[src/rtl/dff_bank_arbiter_if.sv]
// Requester-side bus for the shared-register arbiter: requests, lock, data in;
// one-hot grant, owner index, valid strobe and shared register contents out.
interface dff_bank_arbiter_if #(
  parameter int unsigned N     = 4,
  parameter int unsigned WIDTH = 8
);
  localparam int unsigned OW = (N > 1) ? $clog2(N) : 1;

  logic [N-1:0]       req;
  logic [N-1:0]       lock;
  logic [N*WIDTH-1:0] wdata;
  logic [N-1:0]       gnt;
  logic [OW-1:0]      owner;
  logic               valid;
  logic [WIDTH-1:0]   Q;

  modport master (output req, lock, wdata, input gnt, owner, valid, Q);
  modport slave  (input req, lock, wdata, output gnt, owner, valid, Q);
endinterface

[src/rtl/dff_bank_arbiter.sv]
// Round-robin sequencer for a single shared WIDTH-bit register; a locked owner
// may hold the grant for up to MAX_HOLD consecutive writes.
module dff_bank_arbiter #(
  parameter int unsigned WIDTH    = 8,
  parameter int unsigned N        = 4,
  parameter int unsigned MAX_HOLD = 4
) (
  input logic               clk,
  input logic               rst,
  dff_bank_arbiter_if.slave bus
);
  localparam int unsigned OW = (N > 1) ? $clog2(N) : 1;
  localparam int unsigned HW = $clog2(MAX_HOLD) + 1;

  typedef enum logic {IDLE, OWN} state_t;

  state_t           state, state_d;
  logic [N-1:0]     gnt_q, gnt_d;
  logic [OW-1:0]    owner_q, owner_d;
  logic [WIDTH-1:0] q_q, q_d;
  logic             valid_q, valid_d;
  logic [OW-1:0]    rr_q, rr_d;
  logic [HW-1:0]    hold_q, hold_d;

  logic [OW-1:0]    next_idx;
  logic [OW-1:0]    scan_start;
  logic [OW:0]      win;
  logic [OW-1:0]    win_idx;
  logic             win_found;
  logic             keep;

  // First set bit of r scanning upward from start with wrap; MSB flags a hit.
  function automatic logic [OW:0] pick(input logic [N-1:0] r, input logic [OW-1:0] start);
    logic [OW:0] res;
    int          idx;
    res = '0;
    for (int k = int'(N) - 1; k >= 0; k--) begin
      idx = (int'(start) + k) % int'(N);
      if (r[idx]) res = {1'b1, OW'(idx)};
    end
    return res;
  endfunction

  assign next_idx   = (owner_q == OW'(N - 1)) ? '0 : OW'(owner_q + OW'(1));
  assign scan_start = (state == IDLE) ? rr_q : next_idx;
  assign win        = pick(bus.req, scan_start);
  assign win_found  = win[OW];
  assign win_idx    = win[OW-1:0];
  assign keep       = bus.req[owner_q] && bus.lock[owner_q] &&
                      (hold_q < HW'(MAX_HOLD - 1));

  always_comb begin
    state_d = state;
    gnt_d   = gnt_q;
    owner_d = owner_q;
    q_d     = q_q;
    valid_d = 1'b0;
    rr_d    = rr_q;
    hold_d  = hold_q;

    case (state)
      IDLE: begin
        if (win_found) begin
          state_d = OWN;
          gnt_d   = N'(1) << win_idx;
          owner_d = win_idx;
          q_d     = bus.wdata[win_idx*WIDTH +: WIDTH];
          valid_d = 1'b1;
          hold_d  = '0;
        end else begin
          gnt_d = '0;
        end
      end
      OWN: begin
        if (keep) begin
          q_d     = bus.wdata[owner_q*WIDTH +: WIDTH];
          valid_d = 1'b1;
          hold_d  = HW'(hold_q + HW'(1));
        end else begin
          // Release: re-arbitrate from the slot after the owner, no idle bubble.
          rr_d = next_idx;
          if (win_found) begin
            gnt_d   = N'(1) << win_idx;
            owner_d = win_idx;
            q_d     = bus.wdata[win_idx*WIDTH +: WIDTH];
            valid_d = 1'b1;
            hold_d  = '0;
          end else begin
            state_d = IDLE;
            gnt_d   = '0;
          end
        end
      end
      default: begin
        state_d = IDLE;
        gnt_d   = '0;
      end
    endcase
  end

  always_ff @(posedge clk) begin
    if (rst) begin
      state   <= IDLE;
      gnt_q   <= '0;
      owner_q <= '0;
      q_q     <= '0;
      valid_q <= 1'b0;
      rr_q    <= '0;
      hold_q  <= '0;
    end else begin
      state   <= state_d;
      gnt_q   <= gnt_d;
      owner_q <= owner_d;
      q_q     <= q_d;
      valid_q <= valid_d;
      rr_q    <= rr_d;
      hold_q  <= hold_d;
    end
  end

  assign bus.gnt   = gnt_q;
  assign bus.owner = owner_q;
  assign bus.valid = valid_q;
  assign bus.Q     = q_q;

endmodule

[src/flat_wrapper.sv]
// flat-port wrapper written by rule: the top's interface ports become plain ports
module dff_bank_arbiter_flat 
#(
  parameter int unsigned WIDTH    = 8,
  parameter int unsigned N        = 4,
  parameter int unsigned MAX_HOLD = 4
)
  (clk, rst, bus_req, bus_lock, bus_wdata, bus_gnt, bus_owner, bus_valid, bus_Q);
  dff_bank_arbiter_if #(.N(N), .WIDTH(WIDTH)) bus_i ();
  input logic clk;
  input logic rst;
  input wire logic [$bits(bus_i.req)-1:0] bus_req;
  input wire logic [$bits(bus_i.lock)-1:0] bus_lock;
  input wire logic [$bits(bus_i.wdata)-1:0] bus_wdata;
  output wire logic [$bits(bus_i.gnt)-1:0] bus_gnt;
  output wire logic [$bits(bus_i.owner)-1:0] bus_owner;
  output wire logic [$bits(bus_i.valid)-1:0] bus_valid;
  output wire logic [$bits(bus_i.Q)-1:0] bus_Q;
  assign bus_i.req = bus_req;
  assign bus_i.lock = bus_lock;
  assign bus_i.wdata = bus_wdata;
  assign bus_gnt = bus_i.gnt;
  assign bus_owner = bus_i.owner;
  assign bus_valid = bus_i.valid;
  assign bus_Q = bus_i.Q;
  dff_bank_arbiter #(.WIDTH(WIDTH), .N(N), .MAX_HOLD(MAX_HOLD)) u_core (.clk(clk), .rst(rst), .bus(bus_i));
endmodule
[config.mk]
export PLATFORM = sky130hd
export DESIGN_NAME = dff_bank_arbiter_flat
export DESIGN_NICKNAME = d
export VERILOG_FILES = /design/src/rtl/dff_bank_arbiter_if.sv /design/src/rtl/dff_bank_arbiter.sv /design/src/flat_wrapper.sv
export SDC_FILE = /design/constraint.sdc
export NUM_CORES = 1
export LEC_CHECK = 0
export CAP_MARGIN = 20
export CORE_ASPECT_RATIO = 0.9
export CORE_MARGIN = 3
export CORE_UTILIZATION = 30
export DETAILED_ROUTE_END_ITERATION = 6
export PLACE_DENSITY = 0.56
export SYNTH_ARGS = -nofsm -noshare
export SYNTH_HDL_FRONTEND = slang
export SYNTH_SLANG_ARGS = --single-unit
[constraint.sdc]
create_clock -name clk -period 3.43 [get_ports clk]
set_clock_uncertainty 0.05 [all_clocks]
set_input_delay 0.686 -clock clk [delete_from_list [all_inputs] [get_ports clk]]
set_output_delay 0.686 -clock clk [all_outputs]
set_load 0.01 [all_outputs]
# Word level (Yosys, flattened, before mapping)
# Index checks and enable logic that the tools add are counted.
[classes]
magnitude_cmp = 6
n_reduce_logical = 6
addsub = 5
n_shift = 3
n_bitwise = 5
n_eq_ne = 2
mux = 36
[op_table]
columns = ["cell", "count"]
rows = [
  ["32-bit by 6-bit variable part select with 8-bit output", 2],
  ["3-bit two-way mux", 6],
  ["8-bit two-way mux", 2],
  ["8-bit one-hot mux with 2 select lines", 1],
  ["1-bit binary-select mux with 2-bit select", 6],
  ["3-bit by 4-bit < comparator with 1-bit output, second input constant", 3],
  ["1-bit two-way mux", 11],
  ["2-bit two-way mux", 4],
  ["4-bit two-way mux", 2],
  ["4-bit one-hot mux with 2 select lines", 1],
  ["2-bit by 3-bit < comparator with 1-bit output, second input constant", 2],
  ["3-bit one-hot mux with 2 select lines", 1],
  ["2-bit OR reduction", 3],
  ["2-bit by 1-bit adder with 2-bit output, second input constant", 2],
  ["2-bit adder, second input constant", 2],
  ["2-bit one-hot mux with 2 select lines", 1],
  ["1-bit by 2-bit left shift with 4-bit output, first input constant", 1],
  ["3-bit by 1-bit adder with 3-bit output, second input constant", 1],
  ["1-bit AND, first input constant", 3],
  ["3-bit by 2-bit < comparator with 1-bit output, second input constant", 1],
  ["2-bit equality test, second input constant", 1],
  ["1-bit logical AND", 2],
  ["2-bit != test, second input constant", 1],
  ["1-bit NOT", 2],
  ["other kinds (2)", 2],
]
[word_totals]
regBits = 20
output_inout_bits = 15
elab_cells = 69
input_bits = 42

# Logic depth before layout (Yosys ltp)
[depth]
word_depth = 17
depth_mapped = 9
depth_no_buf = 7

# Least setup slack after synthesis
# No wires, ideal clock.
[synth_timing]
path_type = "in2reg"
startpoint = "input port bus_lock[3]"
endpoint = "register u_core.q_q[5], in the netlist u_core.bus.Q[5]"
slack_ns = 1.286
path_buffers = 1
path_stages = 7
setup_ns = 0.083
arrival_ns = 2.012
required_ns = 3.297
path_cell_list = "nand2_1 -> mux4_2 -> nor3_2 -> buf_4 -> a22oi_1 -> or2_2 -> o221ai_1"
[synth_via]
elab_chain_len = 6
[synth_rtl]
columns = ["item", "line_no", "rtl"]
rows = [
  ["start, declared", "flat_wrapper.sv:13", "input wire logic [$bits(bus_i.lock)-1:0] bus_lock;"],
  ["1-bit binary-select mux with 2-bit select", "dff_bank_arbiter.sv:49", "assign keep = bus.req[owner_q] && bus.lock[owner_q] &&"],
  ["1-bit two-way mux (not written as such)", "dff_bank_arbiter.sv:49", ""],
  ["1-bit logical AND (2 in a row)", "dff_bank_arbiter.sv:49", ""],
  ["8-bit two-way mux", "dff_bank_arbiter.sv:75", "if (keep) begin"],
  ["8-bit one-hot mux with 2 select lines", "dff_bank_arbiter.sv:61", "case (state)"],
  ["end signal, assigned", "dff_bank_arbiter.sv:114", "q_q <= q_d;"],
  ["end, declared", "dff_bank_arbiter.sv:20", "logic [WIDTH-1:0] q_q, q_d;"],
]
# No other way between the ends. The select of a mux whose other input is x is not followed.
# A chain may end at the register's enable or synchronous reset.

# Worst setup path in the final report
[layout_timing]
startpoint = "input port bus_req[1]"
endpoint = "register u_core.q_q[0], in the netlist u_core.bus.Q[0]"
[layout_via]
elab_chain_len = 11
word_cells_on_any_way = 23
cone_classes = "1 x shift; 20 x mux; 2 x reduce/logical"
[layout_rtl]
columns = ["item", "line_no", "rtl"]
rows = [
  ["start, declared", "flat_wrapper.sv:12", "input wire logic [$bits(bus_i.req)-1:0] bus_req;"],
  ["1-bit binary-select mux with 2-bit select", "dff_bank_arbiter.sv:39", "if (r[idx]) res = {1'b1, OW'(idx)};"],
  ["1-bit two-way mux (not written as such) (2 in a row)", "dff_bank_arbiter.sv:39", ""],
  ["3-bit two-way mux (4 in a row)", "dff_bank_arbiter.sv:39", ""],
  ["32-bit by 6-bit variable part select with 8-bit output", "dff_bank_arbiter.sv:67, dff_bank_arbiter.sv:85", ""],
  ["8-bit two-way mux", "dff_bank_arbiter.sv:63, dff_bank_arbiter.sv:82", ""],
  ["8-bit two-way mux", "dff_bank_arbiter.sv:75", ""],
  ["8-bit one-hot mux with 2 select lines *", "dff_bank_arbiter.sv:61", ""],
]
# Mark *: on every way between the ends. The rest lies on a longest branch, timed or not. The select of a mux whose other input is x is not followed.

==> reports/results.ini <==
[run_status]
status = finished, final reports clean

[synth]
synth_area_leaders = dfxtp_1 28%, mux4_2 14%, nand2_1 5.7%
synth_top_area_frac = 0.278
ys.flop_type = dfxtp_1
async_flop_share = 0
synth_most_common_cell = nand2_1
ys_warn_count = 0
synth.distinct_cells = 41
syn-num-nets = 203
syn-cell-area_um2 = 1440
synth_common_cells = 22 x nand2_1, 20 x dfxtp_1, 20 x nor2_1
ys_seq_area_frac = 0.278
synth_edf_count = 0
synth_area_leader_cell = dfxtp_1
ys_ff_latch = 20
syn_avg_cell_area_um2 = 9.05
postSynthCellCount = 159

[job]
cap_viol_max_count = 0

[die]
dieArea_um2 = 5660
row_count = 23
boundaryPins = 57
die_x_um = 79
die_h_um = 71.7
initial_core_util = 0.316
core_area_um2 = 4550

[final_layout]
diodes = 0
drive_above_1_share = 0.131
nets = 259
postLayoutCellArea_um2 = 2110
area_growth_syn_to_layout_pct = 46.9
fillers = 475

[clock_network]
numCtsBuffers = 3
cts-htree-levels = 1
cts-resized-gates = 0
cts_tree = yes
cts_root_buf = clkbuf_8
clk_latency_ps = 260
cts_buffer_depth = 2
clock_sinks = 20
cts.clk_slew.worst_paths_ps = 80
hold_buffers = 0
postCtsSetupBuffers = 0

[global_route]
grt_pass1_wl_mm = 7.62
grt_max_degree = 23
grt_pass1_vias = 1557
grt-ovfl-total = 0
grt_usage = 0.170
antenna_found_initial = 0

[critical_path]
cp.required_ps = 3550
slowest_delay_ps = 620
endpoint_kind = register
critical-path-top-delay-family = simple AND/OR/NAND/NOR gates
cp_max_fo = 11
crit_path_start_kind = input pin
cp_num_buf_inv = 1
arrival_ps = 2930
cp_slowest_cell = clkdlybuf4s50_1
crit_type = in -> reg
worstPathCellList = clkdlybuf4s50_1 -> nand2_1 -> mux4_2 -> or3_4 -> nand3_2 -> a211oi_1 -> a311oi_1

[routing]
num_vias = 1498
drc = 0
wl_per_cell_um = 16.9
wl_mm = 4.67
ant_nets = 0
drtIter0Drc = 100
viasPerCell = 5.43
firstDrtPassIters = 6

[sta]
post-route-min-period_ps = 2810
rsz0062_at_grt = false
relSlewSlack = 0.435
timing.fmax_ghz = 0.355
final.setup.tns_ps = 0
finalMaxSlewViolations = 0
tightest_slew_ps = 844
hold_ws_ps = 412
fin_ws_ps = 616
hold_viol_final = 0
finalSetupViolCount = 0
period_share = 0.820

[pwr]
p_int_w = 0.000597
vdd_drop_max_mv = 0.227
cellPowerDensity_nw_per_um2 = 406
power_frac_comb = 0.395
p_seq_frac = 0.327
clockPowerShare = 0.278
p_sw_w = 0.000262
p_sw_frac = 0.305
power_leakage_nw = 0.771

[placement]
gp_congestion = 0.816
preCtsSetupSlack_ps = 350
dpl_cell_area_um2 = 2040
port_buffers = 56
hpwl_mm = 3.44

[hold_path]
worstHoldPathType = reg -> reg

==> flip-flops by register name, indices dropped and copies added (netlist names) <==
name and cells:
u_core.bus.gnt 4, u_core.state 1, u_core.rr_q 2, u_core.bus.Q 8
u_core.hold_q 3, u_core.bus.owner 2
==> power groups by stage <==
stage	Clock [W]	Combinational [W]	Sequential [W]
6_report	0.000238	0.000340	0.000281
5_1_grt	0.000263	0.000370	0.000284
4_1_cts	0.000247	0.000342	0.000281
3_5_place_dp	0	0.000339	0.000286
3_3_place_gp	0	0.000336	0.000286
2_1_floorplan	0	0.000183	0.000296
==> cell usage in the layout, fill, tap and decap left out, types with 2 or more instances in the layout <==
| master | netlist | final |
|---|---|---|
| ha_1 | 2 | 2 |
| a21oi_1 | 6 | 6 |
| a22oi_1 | 5 | 5 |
| buf_4 | 2 | 4 |
| a311oi_1 | 6 | 6 |
| mux2i_1 | 7 | 7 |
| nand3_1 | 3 | 3 |
| a211oi_1 | 6 | 6 |
| o21ai_0 | 9 | 9 |
| nand2_1 | 22 | 22 |
| nor3_2 | 2 | 2 |
| or2_1 | 2 | 2 |
| a21boi_0 | 6 | 6 |
| nor2_1 | 20 | 20 |
| clkdlybuf4s50_1 | 0 | 56 |
| nand2b_1 | 3 | 3 |
| mux4_2 | 9 | 9 |
| clkbuf_8 | 0 | 3 |
| o221ai_1 | 2 | 2 |
| dfxtp_1 | 20 | 20 |
==> cell families (layout without fill, tap and decap cells) <==
| kind of cell | count (synthesis) | in the layout | share of synthesized area |
|---|---|---|---|
| simple gates | 65 | 65 | 0.232 |
| compound gates | 45 | 45 | 0.227 |
| flops | 20 | 20 | 0.278 |
| mux | 17 | 17 | 0.197 |
| buf+inv | 10 | 65 | 0.0478 |
| fa+ha+maj | 2 | 2 | 0.0174 |
==> path summary, 6_finish.rpt <==
| path | start | end | slack, ps | cells after the start |
|---|---|---|---|---|
| worst min register to register | u_core.bus.gnt[1]$_SDFFE_PP0N_ | u_core.bus.gnt[1]$_SDFFE_PP0N_ | 410 | 2 |
| worst min-delay path | u_core.bus.gnt[1]$_SDFFE_PP0N_ | u_core.bus.gnt[1]$_SDFFE_PP0N_ | 410 | 2 |
| worst max register to register | u_core.bus.owner[0]$_SDFFE_PP0P_ | u_core.bus.Q[5]$_SDFF_PP0_ | 970 | 7 |
| worst max-delay path | bus_req[1] | u_core.bus.Q[0]$_SDFF_PP0_ | 620 | 7 |
==> worst min-delay path: cells and delay by family, from the launching register on <==
| kind | cells | cell delay, ps |
|---|---|---|
| AO/OA/AOI/OAI | 1 | 50 |
| AND/OR/NAND/NOR | 1 | 50 |
| flip-flops | 1 | 320 |
==> final cells by class <==
class,count,area [µm²],area share
flip-flops and latches,20,400,0.189
repair buffers,60,591,0.279
inverters,1,3.75,0.00178
clock inverters,1,30.0,0.0142
well taps,62,77.6,0.0367
clock buffers,3,41.3,0.0195
multi-input cells,129,970,0.459
==> per-layer routing <==
| metal | up-vias | GRT usage | wire length (µm) |
|---|---|---|---|
| li1 | 716 | - | - |
| met3 | 4 | 0.0452 | 257 |
| met1 | 725 | 0.211 | 2080 |
| met2 | 53 | 0.296 | 2320 |
| met5 | - | 0 | 0 |
| met4 | 0 | 0.0382 | 20 |
==> per-stage QoR <==
step / total power [W] / utilization / std cells
3_3_place_gp: 0.000622 / 0.449 / 272
2_1_floorplan: 0.000480 / - / 159
3_5_place_dp: 0.000626 / 0.449 / 272
4_1_cts: 0.000870 / 0.465 / 276
5_1_grt: 0.000917 / 0.465 / 276
6_report: 0.000859 / 0.465 / 276
(Power assumes the default switching activity.)
